$ cat src/rtl/hazard_pkg.sv
// Shared types and constants for the pipeline hazard sequencer: FSM states,
// the zero-register index and the hazard control bundle driven to the stage registers.
package hazard_pkg;

    typedef enum logic [1:0] {
        ST_RUN   = 2'd0,
        ST_STALL = 2'd1,
        ST_FLUSH = 2'd2
    } hz_state_e;

    localparam logic [4:0] ZERO_REG    = 5'd31;
    localparam int         STALL_CNT_W = 2;

    typedef struct packed {
        logic pc_we;
        logic ifid_we;
        logic ifid_flush;
        logic idex_bubble;
        logic exmem_flush;
    } hz_ctrl_t;

    // Bundle that keeps every stage register empty (used while in reset).
    localparam hz_ctrl_t HZ_CTRL_NOP = '{pc_we: 1'b0, ifid_we: 1'b0, ifid_flush: 1'b1,
                                         idex_bubble: 1'b1, exmem_flush: 1'b1};
    localparam hz_ctrl_t HZ_CTRL_RUN = '{pc_we: 1'b1, ifid_we: 1'b1, ifid_flush: 1'b0,
                                         idex_bubble: 1'b0, exmem_flush: 1'b0};

endpackage

$ cat src/rtl/hazard_sequencer_if.sv
// Bundle of pipeline-observation inputs and hazard-control outputs of the sequencer.
interface hazard_sequencer_if #(
    parameter int REG_W = 5,
    parameter int CNT_W = 16
);
    logic [REG_W-1:0] id_rn;
    logic             id_rn_used;
    logic [REG_W-1:0] id_rm;
    logic             id_rm_used;
    logic             ex_mem_read;
    logic             ex_reg_write;
    logic [REG_W-1:0] ex_rd;
    logic             mem_br_taken;
    logic             pc_we;
    logic             ifid_we;
    logic             ifid_flush;
    logic             idex_bubble;
    logic             exmem_flush;
    logic [1:0]       state_o;
    logic [CNT_W-1:0] stall_events;
    logic [CNT_W-1:0] flush_events;

    modport master (
        input  id_rn, id_rn_used, id_rm, id_rm_used,
        input  ex_mem_read, ex_reg_write, ex_rd, mem_br_taken,
        output pc_we, ifid_we, ifid_flush, idex_bubble, exmem_flush,
        output state_o, stall_events, flush_events
    );

    modport slave (
        output id_rn, id_rn_used, id_rm, id_rm_used,
        output ex_mem_read, ex_reg_write, ex_rd, mem_br_taken,
        input  pc_we, ifid_we, ifid_flush, idex_bubble, exmem_flush,
        input  state_o, stall_events, flush_events
    );
endinterface

$ cat src/rtl/load_use_detect.sv
// Combinational load-use compare between the instruction in ID and a load in EX.
module load_use_detect
    import hazard_pkg::*;
#(
    parameter int REG_W = 5
) (
    input  logic [REG_W-1:0] id_rn_i,
    input  logic             id_rn_used_i,
    input  logic [REG_W-1:0] id_rm_i,
    input  logic             id_rm_used_i,
    input  logic             ex_mem_read_i,
    input  logic             ex_reg_write_i,
    input  logic [REG_W-1:0] ex_rd_i,
    output logic             lu_o
);
    logic rd_live_s;
    logic rn_hit_s;
    logic rm_hit_s;

    // XZR reads as zero, so a load targeting it never produces a value to wait for.
    assign rd_live_s = ex_mem_read_i & ex_reg_write_i & (ex_rd_i != REG_W'(ZERO_REG));
    assign rn_hit_s  = id_rn_used_i & (id_rn_i == ex_rd_i);
    assign rm_hit_s  = id_rm_used_i & (id_rm_i == ex_rd_i);
    assign lu_o      = rd_live_s & (rn_hit_s | rm_hit_s);

endmodule

$ cat src/rtl/hazard_sequencer.sv
// Pipeline hazard controller: load-use stalls, taken-branch squash, reset hold
// and saturating performance counters.
module hazard_sequencer
    import hazard_pkg::*;
#(
    parameter int REG_W        = 5,
    parameter int STALL_CYCLES = 1,
    parameter int CNT_W        = 16
) (
    input  logic               clk,
    input  logic               reset,
    hazard_sequencer_if.master hz
);
    localparam logic                   MULTI_STALL = (STALL_CYCLES > 1);
    localparam logic [STALL_CNT_W-1:0] CNT_LOAD    = STALL_CNT_W'(STALL_CYCLES - 1);

    hz_state_e              state_q, state_d;
    logic [STALL_CNT_W-1:0] cnt_q, cnt_d;
    logic [CNT_W-1:0]       stall_ev_q, stall_ev_d;
    logic [CNT_W-1:0]       flush_ev_q, flush_ev_d;
    hz_ctrl_t               ctrl_fsm_s;
    hz_ctrl_t               ctrl_s;
    logic                   lu_s;
    logic                   stall_inc_s;
    logic                   flush_inc_s;

    function automatic logic [CNT_W-1:0] sat_inc(input logic [CNT_W-1:0] v);
        return (v == {CNT_W{1'b1}}) ? v : v + CNT_W'(1);
    endfunction

    load_use_detect #(.REG_W(REG_W)) u_load_use_detect (
        .id_rn_i        (hz.id_rn),
        .id_rn_used_i   (hz.id_rn_used),
        .id_rm_i        (hz.id_rm),
        .id_rm_used_i   (hz.id_rm_used),
        .ex_mem_read_i  (hz.ex_mem_read),
        .ex_reg_write_i (hz.ex_reg_write),
        .ex_rd_i        (hz.ex_rd),
        .lu_o           (lu_s)
    );

    // Next-state, stall countdown and control outputs of the hazard FSM.
    always_comb begin
        state_d     = state_q;
        cnt_d       = cnt_q;
        ctrl_fsm_s  = HZ_CTRL_RUN;
        stall_inc_s = 1'b0;
        flush_inc_s = 1'b0;
        case (state_q)
            ST_RUN: begin
                if (hz.mem_br_taken) begin
                    ctrl_fsm_s.ifid_flush  = 1'b1;
                    ctrl_fsm_s.idex_bubble = 1'b1;
                    ctrl_fsm_s.exmem_flush = 1'b1;
                    flush_inc_s            = 1'b1;
                    state_d                = ST_FLUSH;
                end else if (lu_s) begin
                    ctrl_fsm_s.pc_we       = 1'b0;
                    ctrl_fsm_s.ifid_we     = 1'b0;
                    ctrl_fsm_s.idex_bubble = 1'b1;
                    stall_inc_s            = 1'b1;
                    if (MULTI_STALL) begin
                        state_d = ST_STALL;
                        cnt_d   = CNT_LOAD;
                    end else begin
                        state_d = ST_RUN;
                    end
                end else begin
                    state_d = ST_RUN;
                end
            end
            ST_STALL: begin
                // A taken branch makes the stalled instruction dead, so abort the stall.
                if (hz.mem_br_taken) begin
                    ctrl_fsm_s.ifid_flush  = 1'b1;
                    ctrl_fsm_s.idex_bubble = 1'b1;
                    ctrl_fsm_s.exmem_flush = 1'b1;
                    flush_inc_s            = 1'b1;
                    cnt_d                  = {STALL_CNT_W{1'b0}};
                    state_d                = ST_FLUSH;
                end else begin
                    ctrl_fsm_s.pc_we       = 1'b0;
                    ctrl_fsm_s.ifid_we     = 1'b0;
                    ctrl_fsm_s.idex_bubble = 1'b1;
                    if (cnt_q <= STALL_CNT_W'(1)) begin
                        cnt_d   = {STALL_CNT_W{1'b0}};
                        state_d = ST_RUN;
                    end else begin
                        cnt_d = cnt_q - STALL_CNT_W'(1);
                    end
                end
            end
            ST_FLUSH: begin
                cnt_d   = {STALL_CNT_W{1'b0}};
                state_d = ST_RUN;
            end
            default: begin
                cnt_d   = {STALL_CNT_W{1'b0}};
                state_d = ST_RUN;
            end
        endcase
    end

    // Saturating event counter next values.
    always_comb begin
        stall_ev_d = stall_inc_s ? sat_inc(stall_ev_q) : stall_ev_q;
        flush_ev_d = flush_inc_s ? sat_inc(flush_ev_q) : flush_ev_q;
    end

    // State, stall countdown and counters; reset abandons everything at once.
    always_ff @(posedge clk or negedge reset) begin
        if (!reset) begin
            state_q    <= ST_RUN;
            cnt_q      <= {STALL_CNT_W{1'b0}};
            stall_ev_q <= {CNT_W{1'b0}};
            flush_ev_q <= {CNT_W{1'b0}};
        end else begin
            state_q    <= state_d;
            cnt_q      <= cnt_d;
            stall_ev_q <= stall_ev_d;
            flush_ev_q <= flush_ev_d;
        end
    end

    // Outputs are combinational so the stage registers act in the same cycle.
    assign ctrl_s          = reset ? ctrl_fsm_s : HZ_CTRL_NOP;
    assign hz.pc_we        = ctrl_s.pc_we;
    assign hz.ifid_we      = ctrl_s.ifid_we;
    assign hz.ifid_flush   = ctrl_s.ifid_flush;
    assign hz.idex_bubble  = ctrl_s.idex_bubble;
    assign hz.exmem_flush  = ctrl_s.exmem_flush;
    assign hz.state_o      = state_q;
    assign hz.stall_events = stall_ev_q;
    assign hz.flush_events = flush_ev_q;

endmodule

$ cat src/flat_wrapper.sv
// flat-port wrapper written by rule: the top's interface ports become plain ports
module hazard_sequencer_flat import hazard_pkg::*;
#(
    parameter int REG_W        = 5,
    parameter int STALL_CYCLES = 1,
    parameter int CNT_W        = 16
)
  (clk, reset, hz_id_rn, hz_id_rn_used, hz_id_rm, hz_id_rm_used, hz_ex_mem_read, hz_ex_reg_write, hz_ex_rd, hz_mem_br_taken, hz_pc_we, hz_ifid_we, hz_ifid_flush, hz_idex_bubble, hz_exmem_flush, hz_state_o, hz_stall_events, hz_flush_events);
  hazard_sequencer_if #(.REG_W(REG_W), .CNT_W(CNT_W)) hz_i ();
  input  logic clk;
  input  logic reset;
  input wire logic [$bits(hz_i.id_rn)-1:0] hz_id_rn;
  input wire logic [$bits(hz_i.id_rn_used)-1:0] hz_id_rn_used;
  input wire logic [$bits(hz_i.id_rm)-1:0] hz_id_rm;
  input wire logic [$bits(hz_i.id_rm_used)-1:0] hz_id_rm_used;
  input wire logic [$bits(hz_i.ex_mem_read)-1:0] hz_ex_mem_read;
  input wire logic [$bits(hz_i.ex_reg_write)-1:0] hz_ex_reg_write;
  input wire logic [$bits(hz_i.ex_rd)-1:0] hz_ex_rd;
  input wire logic [$bits(hz_i.mem_br_taken)-1:0] hz_mem_br_taken;
  output wire logic [$bits(hz_i.pc_we)-1:0] hz_pc_we;
  output wire logic [$bits(hz_i.ifid_we)-1:0] hz_ifid_we;
  output wire logic [$bits(hz_i.ifid_flush)-1:0] hz_ifid_flush;
  output wire logic [$bits(hz_i.idex_bubble)-1:0] hz_idex_bubble;
  output wire logic [$bits(hz_i.exmem_flush)-1:0] hz_exmem_flush;
  output wire logic [$bits(hz_i.state_o)-1:0] hz_state_o;
  output wire logic [$bits(hz_i.stall_events)-1:0] hz_stall_events;
  output wire logic [$bits(hz_i.flush_events)-1:0] hz_flush_events;
  assign hz_i.id_rn = hz_id_rn;
  assign hz_i.id_rn_used = hz_id_rn_used;
  assign hz_i.id_rm = hz_id_rm;
  assign hz_i.id_rm_used = hz_id_rm_used;
  assign hz_i.ex_mem_read = hz_ex_mem_read;
  assign hz_i.ex_reg_write = hz_ex_reg_write;
  assign hz_i.ex_rd = hz_ex_rd;
  assign hz_i.mem_br_taken = hz_mem_br_taken;
  assign hz_pc_we = hz_i.pc_we;
  assign hz_ifid_we = hz_i.ifid_we;
  assign hz_ifid_flush = hz_i.ifid_flush;
  assign hz_idex_bubble = hz_i.idex_bubble;
  assign hz_exmem_flush = hz_i.exmem_flush;
  assign hz_state_o = hz_i.state_o;
  assign hz_stall_events = hz_i.stall_events;
  assign hz_flush_events = hz_i.flush_events;
  hazard_sequencer #(.REG_W(REG_W), .STALL_CYCLES(STALL_CYCLES), .CNT_W(CNT_W)) u_core (.clk(clk), .reset(reset), .hz(hz_i));
endmodule
$ cat config.mk
export PLATFORM = sky130hd
export DESIGN_NAME = hazard_sequencer_flat
export DESIGN_NICKNAME = d
export VERILOG_FILES = /design/src/rtl/hazard_pkg.sv /design/src/rtl/hazard_sequencer_if.sv /design/src/rtl/load_use_detect.sv /design/src/rtl/hazard_sequencer.sv /design/src/flat_wrapper.sv
export SDC_FILE = /design/constraint.sdc
export NUM_CORES = 1
export LEC_CHECK = 0
export CAP_MARGIN = 5
export CORE_ASPECT_RATIO = 1.4
export CORE_MARGIN = 5
export CORE_UTILIZATION = 25
export CTS_CLUSTER_DIAMETER = 40
export CTS_CLUSTER_SIZE = 40
export DETAILED_ROUTE_END_ITERATION = 8
export PLACE_DENSITY = 0.48
export SETUP_SLACK_MARGIN = 0.05
export SLEW_MARGIN = 20
export SYNTH_ARGS = -nofsm -noshare
export SYNTH_HDL_FRONTEND = slang
export SYNTH_SLANG_ARGS = --single-unit
export TNS_END_PERCENT = 1
$ cat constraint.sdc
create_clock -name clk -period 1.7 [get_ports clk]
set_input_delay 0.34 -clock clk [delete_from_list [all_inputs] [get_ports clk]]
set_output_delay 0.34 -clock clk [all_outputs]
set_load 0.01 [all_outputs]
==> flow_summary.yaml <==
power:
  peakVddDrop_mv: 0.607
  p_switching_mw: 0.623
  p_clk_frac: 0.301
  power.density_nw_per_um2: 705
  p_int_mw: 1.59
  p_leak_nw: 1.68
  p_seq_frac: 0.418
  comb_power_share: 0.280
  p_sw_frac: 0.282
critical_path:
  r2r_end: "u_core.hz.stall_events[15]$_DFFE_PN0P_"
  crit_top_cell: "buf_6"
  r2r_slack_ns: 0.03
  crit_path_start_kind: "input pin"
  startpoint: "hz_ex_rd[3]"
  crit_chain: "buf_6 > buf_6 > xnor2_2 > nand2_2 > buf_6 > o32ai_4 > a21boi_4 > buf_2"
  r2r_start: "u_core.hz.state_o[1]$_DFF_PN0_"
  cp_max_fo: 2
  critPathSlowestCell: "o32ai_4"
  criticalPathCategory: "in2out"
  endpoint: "hz_pc_we"
  cp.arrival_ns: 1.44
  r2r_cells: 5
  required_ns: 1.36
  end_kind: "output port"
  cp_slowest_stage_delay_ns: 0.29
grt:
  overflow: 0
  grt_pass1_vias: 1794
  grt_util_all_layers: 0.126
  antenna_found_initial: 0
  grt_max_degree: 29
  grt_pass1_wl_mm: 8.54
route:
  num_vias: 1675
  first_pass_iters: 4
  post_drt_wl_per_cell_um: 13.6
  wirelength_mm: 5.17
  drt-initial-drc-count: 73
  viasPerCell: 4.41
  drc: 0
  drtAntennaViolNets: 0
logic_synthesis:
  yosys.area.top_type_share: 0.461
  synth_nets: 195
  yosys.area_share.simple: 0.244
  synth_top_cell_by_area: "dfrtp_1"
  synthDistinctLibCells: 32
  synthTopCellsByArea: "dfrtp_1, xnor2_1, nand4_1, nand3_1, nand2_1"
  synth_compound_area_frac: 0.0523
  synth.mux.area_fraction: 0.0314
  synthesis.area_sq_um: 1790
  synthCells: 171
  yosysWarnings: 0
  synth_top_family_by_area: "simple AND/OR/NAND/NOR gates"
  yosysSeqAreaShare: 0.461
  synth_xor_area_frac: 0.176
  synth-seq-cells: 33
  synth_fa_ha_area_frac: 0.0140
  avgSynthCellArea_sq_um: 10.5
floorplan:
  core_area_sq_um: 6980
  die_area_sq_um: 8990
  io_pins: 61
  die_w_um: 81.6
  rows: 36
  fp.dieH_um: 110
  start_util: 0.257
placed_design:
  portBuffers: 59
  dp.cells: 366
  pre_cts_ws_ns: -0.892
  place_hpwl_mm: 4.06
  gp_congestion: 0.791
layout:
  drive_above_1_share: 0.393
  finalNetCount: 308
  num_antenna_cells: 0
  n_fill_cell: 704
  final_cells: 380
  areaGrowthSynthToFinish_pct: 74.7
min_path:
  hold_path.class: "in2async"
run_status:
  violations: "negative setup slack"
  status: "finished, violations left"
clock_tree:
  cts_max_path_buffers: 2
  htreeDepth: 2
  worst_skew_pair.late_latency_ns: 0.29
  cts_tree: "built"
  cts_sinks: 33
  clk_pin_slew_ns: 0.07
  hold_buffers: 0
  clock-root-buffer: "clkbuf_8"
  cts_buffers: 5
sta:
  clock.fmax_mhz: 563
  holdWs_ns: 0.201
  layout_min_cycle_time_ns: 1.78
  grt_setup_unrepaired: "true"
  final.period_utilization: 1.04
  finalSetupViolCount: 4
  finalWorstSetupSlack_ns: -0.0762
  hold_viol: 0
  slew_violations: 0
  fin_skew_ns: 0.00644
run:
  cap_violations: 0
-- cells in the mapped netlist (all sizes together) --
| library cell | count |
|---|---|
| a211o | 1 |
| a21boi | 1 |
| a21o | 1 |
| a21oi | 3 |
| and2 | 2 |
| and3 | 7 |
| and4 | 4 |
| buf | 4 |
| conb | 1 |
| dfrtp | 33 |
| ha | 2 |
| inv | 2 |
| mux2 | 5 |
| nand2 | 17 |
| nand2b | 2 |
| nand3 | 13 |
| nand3b | 1 |
| nand4 | 14 |
| nor2 | 6 |
| nor3 | 4 |
| nor4 | 6 |
| o211ai | 1 |
| o21ai | 1 |
| o22ai | 1 |
| o32ai | 1 |
| or2 | 2 |
| xnor2 | 29 |
| xor2 | 7 |
-- stage by stage --
step | setup TNS [ns] | utilization | cell area, sq um | power [mW]
after floorplan | -0.0156 | - | 1840 | 1.17
after global placement | -17.47 | 0.409 | 2850 | 1.56
after detailed placement | -18.07 | 0.409 | 2850 | 1.56
after CTS | -0.352 | 0.433 | 3020 | 2.23
after global routing | -0.655 | 0.449 | 3130 | 2.34
final | -0.184 | 0.449 | 3130 | 2.21
-- worst max-delay path, delay by kind of cell --
| family | cells | cell delay [ns] |
|---|---|---|
| AND/OR/NAND/NOR | 1 | 0.08 |
| XOR/XNOR | 1 | 0.15 |
| buffers and inverters | 4 | 0.47 |
| AO/OA/AOI/OAI | 2 | 0.39 |
-- logic make-up after synthesis --
| kind of cell | after synthesis |
|---|---|
| AO/OA/AOI/OAI | 10 |
| XOR/XNOR | 36 |
| adder cells (fa/ha/maj) | 2 |
| buffers and inverters | 6 |
| flip-flops | 33 |
| multiplexers | 5 |
| other | 1 |
| AND/OR/NAND/NOR | 78 |
-- routing by layer --
layer,vias to the layer above,global-route usage,part of all wire
met5,-,0,0
met1,791,0.141,0.38
met3,7,0.0333,0.054
met4,0,0.0392,0.016
li1,838,-,-
met2,39,0.228,0.55
-- registers in the layout, summed over array words and instances (netlist names) --
name                    flops
u_core.hz.flush_events     16
u_core.hz.stall_events     16
u_core.hz.state_o           1
-- power groups by stage --
stage	combinational, mW	sequential (mW)	clock [mW]
after floorplan	0.179	0.989	0
after detailed placement	0.626	0.930	0
after global routing	0.687	0.932	0.723
final	0.620	0.924	0.666
after global placement	0.627	0.929	0
after CTS	0.628	0.918	0.684
-- cell usage in the layout (no fill, tap or decap), types with 2 or more instances in the layout --
| master | instances |
|---|---|
| buf_6 | 12 |
| dlymetal6s2s_1 | 14 |
| mux2_2 | 4 |
| clkbuf_8 | 7 |
| xor2_1 | 7 |
| and2_1 | 2 |
| nand2_2 | 2 |
| dfrtp_1 | 30 |
| and4_1 | 3 |
| a21oi_2 | 2 |
| buf_2 | 4 |
| xnor2_2 | 7 |
| dlygate4sd2_1 | 18 |
| nand4_1 | 14 |
| nor2_1 | 6 |
| nor4_2 | 4 |
| dfrtp_2 | 3 |
| nand3_1 | 11 |
| buf_4 | 49 |
| xnor2_1 | 22 |
| and3_1 | 7 |
| nor3_2 | 4 |
| nand2_1 | 15 |
| or2_2 | 2 |
| clkdlybuf4s50_1 | 8 |
| ha_1 | 2 |
| clkdlybuf4s15_1 | 4 |
-- area by class of cell --
| class | count | area (sq um) | share of cell area |
|---|---|---|---|
| clock buffers | 7 | 96.3 | 0.0308 |
| clock inverters | 1 | 5.00 | 0.00160 |
| inverters | 2 | 7.51 | 0.00240 |
| multi-input cells | 132 | 1080 | 0.346 |
| flip-flops and latches | 33 | 830 | 0.265 |
| well taps | 95 | 119 | 0.0379 |
| repair buffers | 110 | 991 | 0.316 |
-- repair_timing --
action / in CTS / in global routing
setup buffers: 5 / 2
resized for setup: 105 / 34
endpoints found under the setup margin: 44 / 45
cloned: 0 / 0
pin swaps: 19 / 9
-- how the worst min path moves through the flow --
| stage | start | cells past startpoint | slack, ns | end |
|---|---|---|---|---|
| after floorplan | reset | 0 | 0.04 | u_core.hz.flush_events[0]$_DFFE_PN0P_ |
| after global placement | u_core.hz.flush_events[7]$_DFFE_PN0P_ | 1 | 0.49 | u_core.hz.flush_events[7]$_DFFE_PN0P_ |
| after detailed placement | u_core.hz.flush_events[15]$_DFFE_PN0P_ | 1 | 0.49 | u_core.hz.flush_events[15]$_DFFE_PN0P_ |
| after CTS | reset | 2 | 0.20 | u_core.hz.flush_events[3]$_DFFE_PN0P_ |
| after global routing | reset | 2 | 0.20 | u_core.hz.flush_events[3]$_DFFE_PN0P_ |
| final | reset | 2 | 0.20 | u_core.hz.flush_events[3]$_DFFE_PN0P_ |
(Power assumes the default switching activity.)
